`src/rtl/axi_rd_slice_limit.sv`:
```
// AXI read-address skid slice (two entries) with an in-flight burst limiter.
// R channel passes straight through; bursts retire on the S-side RLAST handshake.
module axi_rd_slice_limit #(
  parameter int C_S_AXI_ID_WIDTH   = 1,
  parameter int C_S_AXI_ADDR_WIDTH = 32,
  parameter int C_S_AXI_DATA_WIDTH = 32,
  parameter int C_MAX_OUTSTANDING  = 4
) (
  input  logic                          ACLK,
  input  logic                          ARESET,
  // slave AR
  input  logic [C_S_AXI_ID_WIDTH-1:0]   S_AXI_ARID,
  input  logic [C_S_AXI_ADDR_WIDTH-1:0] S_AXI_ARADDR,
  input  logic [7:0]                    S_AXI_ARLEN,
  input  logic [2:0]                    S_AXI_ARSIZE,
  input  logic [1:0]                    S_AXI_ARBURST,
  input  logic                          S_AXI_ARVALID,
  output logic                          S_AXI_ARREADY,
  // slave R
  output logic [C_S_AXI_ID_WIDTH-1:0]   S_AXI_RID,
  output logic [C_S_AXI_DATA_WIDTH-1:0] S_AXI_RDATA,
  output logic [1:0]                    S_AXI_RRESP,
  output logic                          S_AXI_RLAST,
  output logic                          S_AXI_RVALID,
  input  logic                          S_AXI_RREADY,
  // master AR
  output logic [C_S_AXI_ID_WIDTH-1:0]   M_AXI_ARID,
  output logic [C_S_AXI_ADDR_WIDTH-1:0] M_AXI_ARADDR,
  output logic [7:0]                    M_AXI_ARLEN,
  output logic [2:0]                    M_AXI_ARSIZE,
  output logic [1:0]                    M_AXI_ARBURST,
  output logic                          M_AXI_ARVALID,
  input  logic                          M_AXI_ARREADY,
  // master R
  input  logic [C_S_AXI_ID_WIDTH-1:0]   M_AXI_RID,
  input  logic [C_S_AXI_DATA_WIDTH-1:0] M_AXI_RDATA,
  input  logic [1:0]                    M_AXI_RRESP,
  input  logic                          M_AXI_RLAST,
  input  logic                          M_AXI_RVALID,
  output logic                          M_AXI_RREADY,
  // status
  output logic [7:0]                    OUTSTANDING,
  output logic                          ERR_UNDERFLOW
);

  localparam int PW = C_S_AXI_ID_WIDTH + C_S_AXI_ADDR_WIDTH + 8 + 3 + 2;
  localparam logic [7:0] MAX_C = 8'(C_MAX_OUTSTANDING);

  typedef enum logic [1:0] {EMPTY, ONE, TWO} state_e;

  state_e        state_q, state_d;
  logic [PW-1:0] main_q, main_d;
  logic [PW-1:0] skid_q, skid_d;
  logic [PW-1:0] s_pay;
  logic [7:0]    cnt_q, cnt_d;
  logic          err_q, err_d;
  logic          ready_en_q;
  logic          s_hs, m_hs, rlast_hs;

  assign s_pay = {S_AXI_ARID, S_AXI_ARADDR, S_AXI_ARLEN, S_AXI_ARSIZE, S_AXI_ARBURST};
  assign {M_AXI_ARID, M_AXI_ARADDR, M_AXI_ARLEN, M_AXI_ARSIZE, M_AXI_ARBURST} = main_q;

  // Both handshake controls are pure functions of registers: no S->M valid path.
  assign S_AXI_ARREADY = ready_en_q && (state_q != TWO) && (cnt_q < MAX_C);
  assign M_AXI_ARVALID = (state_q != EMPTY);

  assign s_hs     = S_AXI_ARVALID && S_AXI_ARREADY;
  assign m_hs     = M_AXI_ARVALID && M_AXI_ARREADY;
  assign rlast_hs = M_AXI_RVALID && S_AXI_RREADY && M_AXI_RLAST;

  assign S_AXI_RID    = M_AXI_RID;
  assign S_AXI_RDATA  = M_AXI_RDATA;
  assign S_AXI_RRESP  = M_AXI_RRESP;
  assign S_AXI_RLAST  = M_AXI_RLAST;
  assign S_AXI_RVALID = M_AXI_RVALID;
  assign M_AXI_RREADY = S_AXI_RREADY;

  assign OUTSTANDING   = cnt_q;
  assign ERR_UNDERFLOW = err_q;

  always_ff @(posedge ACLK or posedge ARESET) begin
    if (ARESET) begin
      state_q    <= EMPTY;
      main_q     <= '0;
      skid_q     <= '0;
      cnt_q      <= '0;
      err_q      <= 1'b0;
      ready_en_q <= 1'b0;
    end else begin
      state_q    <= state_d;
      main_q     <= main_d;
      skid_q     <= skid_d;
      cnt_q      <= cnt_d;
      err_q      <= err_d;
      ready_en_q <= 1'b1;
    end
  end

  always_comb begin
    state_d = state_q;
    main_d  = main_q;
    skid_d  = skid_q;
    case (state_q)
      EMPTY: begin
        if (s_hs) begin
          main_d  = s_pay;
          state_d = ONE;
        end
      end
      ONE: begin
        if (s_hs && m_hs) begin
          main_d = s_pay;
        end else if (s_hs) begin
          skid_d  = s_pay;
          state_d = TWO;
        end else if (m_hs) begin
          state_d = EMPTY;
        end
      end
      TWO: begin
        if (m_hs) begin
          main_d  = skid_q;
          state_d = ONE;
        end
      end
      default: state_d = EMPTY;
    endcase
  end

  // A simultaneous issue and retire cancel; a retire with nothing in flight flags underflow.
  always_comb begin
    cnt_d = cnt_q;
    err_d = err_q;
    if (rlast_hs && (cnt_q == '0)) err_d = 1'b1;
    if (s_hs && !rlast_hs) begin
      cnt_d = cnt_q + 8'd1;
    end else if (rlast_hs && !s_hs && (cnt_q != '0)) begin
      cnt_d = cnt_q - 8'd1;
    end
  end

endmodule

```
`config.mk`:
```
export PLATFORM = sky130hd
export DESIGN_NAME = axi_rd_slice_limit
export DESIGN_NICKNAME = d
export VERILOG_FILES = /design/src/rtl/axi_rd_slice_limit.sv
export SDC_FILE = /design/constraint.sdc
export NUM_CORES = 1
export LEC_CHECK = 0
export ABC_AREA = 1
export CAP_MARGIN = 5
export CORE_MARGIN = 2
export CORE_UTILIZATION = 40
export CTS_BUF_LIST = sky130_fd_sc_hd__clkbuf_8
export DETAILED_ROUTE_END_ITERATION = 7
export PLACE_DENSITY = 0.77
export SLEW_MARGIN = 20
export SYNTH_ARGS = -nofsm -noshare
export SYNTH_HDL_FRONTEND = slang
export SYNTH_SLANG_ARGS = --single-unit
```
`constraint.sdc`:
```
create_clock -name ACLK -period 9.5 [get_ports ACLK]
set_input_delay 1.425 -clock ACLK [delete_from_list [all_inputs] [get_ports ACLK]]
set_output_delay 1.425 -clock ACLK [all_outputs]
set_load 0.02 [all_outputs]
```
==> run metrics <==
post-layout min period 3.94 ns; Worst Setup End Kind primary output; Synth Flop Type dfrtp_1; slowest CP cell clkdlybuf4s50_1; Post-synth ARST share 100%; IO Pins 183; Post-Syn Instances 572; CP max stage delay 0.61 ns; Die Height 117 microns; Slew Limit Fails 0; H-tree Lvls 3; share of cells above drive strength 1 4.87%; Avg WL per Cell 14.0 microns; post-CTS setup buffer count 0; Critical Path AT 2.51 ns; TritonCTS Sinks 104; Inserted Clock Buffers 9; Yosys reg bits 104; status finished clean; library cells used by synthesis 31; DRC viols 0; Leak 3.29 nW; filler cell count 1237; crit path buf inv count 2; first-pass GRT wire length 18.8 mm; CTS tree done; crit path kind primary input to primary output; met3 Use GR 2.88%; MaxCap Viol Count 0; Worst Hold End ERR_UNDERFLOW; largest net degree at the start of global routing 93; hold wc startpoint ERR_UNDERFLOW; Setup Viol. Count Final 0; flop2flop setup slack 6.01 ns; port bufs 112; GRT Util Overall 17.2%; Reg-to-Reg End OUTSTANDING[5]; vias in the first global route 4010; post-synthesis sequential area ratio 51.0%; EDFF count, synth 0; Worst-Skew Late Latency 0.37 ns; initial antenna violation count 0; HPWL after detailed placement 7.62 mm; Clock Skews 0.0104 ns; cell row count 41; root buffer cell clkbuf_8; vias per std cell 4.98; drt first pass iters 4; Hold Crit Class flip-flop to flip-flop; initial drt markers 228; Yosys warning count 0; post-synthesis cell area 0.00510 sq mm; worst-path maximum fanout 2; syn_area_per_cell 8.92 sq um; final hold viol count 0; sequential cell area 0.00260 sq mm; Layout area overhead 22.5%; Worst VDD drop 133 uV; Initial Util 40.7%; vias 4027; Multi-input gate area 0.00196 sq mm; cell with the most instances on the worst path clkdlybuf4s50_1; area of the die 0.0137 sq mm; crit-path leading delay family buffers and inverters; final RePlAce weighted congestion 0.819; top achievable clock speed 0.254 GHz; GR Util met2 28.9%; # hold bufs at CTS 0; Max-slew headroom 33.7%; Yosys top cell area share 51.0%; worst-path cell chain clkdlybuf4s50_1 > clkdlybuf4s50_1; final worst-path cycle share 41.5%; R2R depth 14; Crit Reg-Reg Startpoint state_q[1]; Worst-path clk slew 0.10 ns; met1 Use GR 21.8%; RSZ-0062 raised after global routing false; syn_nets 667; CP startpoint kind primary input; Pwr Density 275 mW/mm^2; Ant. Diodes 0; Post-Route WL 11.3 mm; Synth area leaders dfrtp_1, nand2_1, mux2i_1; most used routing layer met2; worst slew pin tran 0.991 ns; Worst EP required 8.08 ns; CTS resizes 0; total grt overflow 0; Longest Clk Path Bufs 2; Overall Power 0.00172 W; core area 0.0125 sq mm; Hold Crit Depth 2; antenna viol nets, final 0; setup tns final 0 ns; Yosys top cell by area dfrtp_1; width of the die 117 microns; nets 727
## Yosys cell counts (2+ instances only)
cell type / count
buf_2: 5
o21ai_0: 6
mux2i_1: 41
buf_4: 42
buf_6: 5
nand2_2: 2
a21oi_1: 3
dfrtp_1: 104
clkbuf_1: 10
ha_1: 6
nand2_1: 177
nor2_1: 13
xor2_1: 2
o21ai_1: 55
buf_1: 4
inv_2: 2
nand4_1: 2
inv_1: 24
nand3_1: 57
## area by class of cell
class	count	area share (%)
clock buffer	9	1.98
sequential	104	41.7
timing repair buffer	115	18.3
clock inverter	7	1.56
tap	172	3.44
inverter	27	1.66
multi-input combinational	375	31.4
## per-layer routing
metal  routed length [microns]  share of wire, %
met5                         0                 0
met4                       259               2.3
met3                       629               5.5
met2                      5400                48
met1                      5050                45
## flip-flops by register name, indices dropped and copies added, names as in the netlist
register       cells
main_q            46
skid_q            46
OUTSTANDING        8
state_q            2
ERR_UNDERFLOW      1
ready_en_q         1
## cell families (layout without fill, tap and decap cells)
kind of cell	count (synthesis)	after routing	synth area share [%]
other	1	1	0.0735
xor gates and xnor gates	2	2	0.344
buffers and inverters	93	158	10.8
muxes	41	41	8.05
DFF	104	104	51.0
AOI/OAI and AO/OA	65	65	6.43
and+or+nand+nor	259	259	21.4
adders and majority gates	7	7	1.86
## per-stage QoR
step	instance area [sq um]	std cells	utilization, %	setup slack (ns)	hold slack (ns)
2_1_floorplan	5100	572	-	5.34	0.441
3_3_place_gp	6030	793	48.2	5.40	0.450
3_5_place_dp	6030	793	48.2	5.30	0.457
4_1_cts	6250	809	49.9	5.56	0.481
5_1_grt	6250	809	49.9	5.44	0.503
6_report	6250	809	49.9	5.56	0.476
## report_power, final
| part | internal [W] | total (W) | switching (W) |
|---|---|---|---|
| Sequential | 0.000591 | 0.000685 | 0.0000944 |
| Combinational | 0.000326 | 0.000729 | 0.000402 |
| Clock | 0.000149 | 0.000305 | 0.000156 |
| Total | 0.00107 | 0.00172 | 0.000652 |
## cell usage in the layout (no fill, tap or decap), types with 3 or more instances in the layout
cell / instances
nor2_1: 13
clkinv_4: 3
nand2_2: 3
clkbuf_8: 9
dfrtp_1: 104
o21ai_0: 6
ha_1: 6
clkdlybuf4s50_1: 112
nand2_1: 175
buf_4: 3
o21ai_1: 55
a21oi_1: 3
mux2i_1: 41
inv_1: 24
nand3_1: 57
## how the worst max path moves through the flow
stage	cells past startpoint	slack, ns	from	to
detailed placement	13	5.30	S_AXI_ARVALID	OUTSTANDING[5]
finish	2	5.56	M_AXI_RVALID	S_AXI_RVALID
CTS	2	5.56	M_AXI_RVALID	S_AXI_RVALID
global route	15	5.44	S_AXI_ARVALID	OUTSTANDING[7]
floorplan	1	5.34	ARESET	ERR_UNDERFLOW
global placement	13	5.40	S_AXI_ARVALID	OUTSTANDING[7]
No activity file was read; power rests on OpenSTA's default activity.
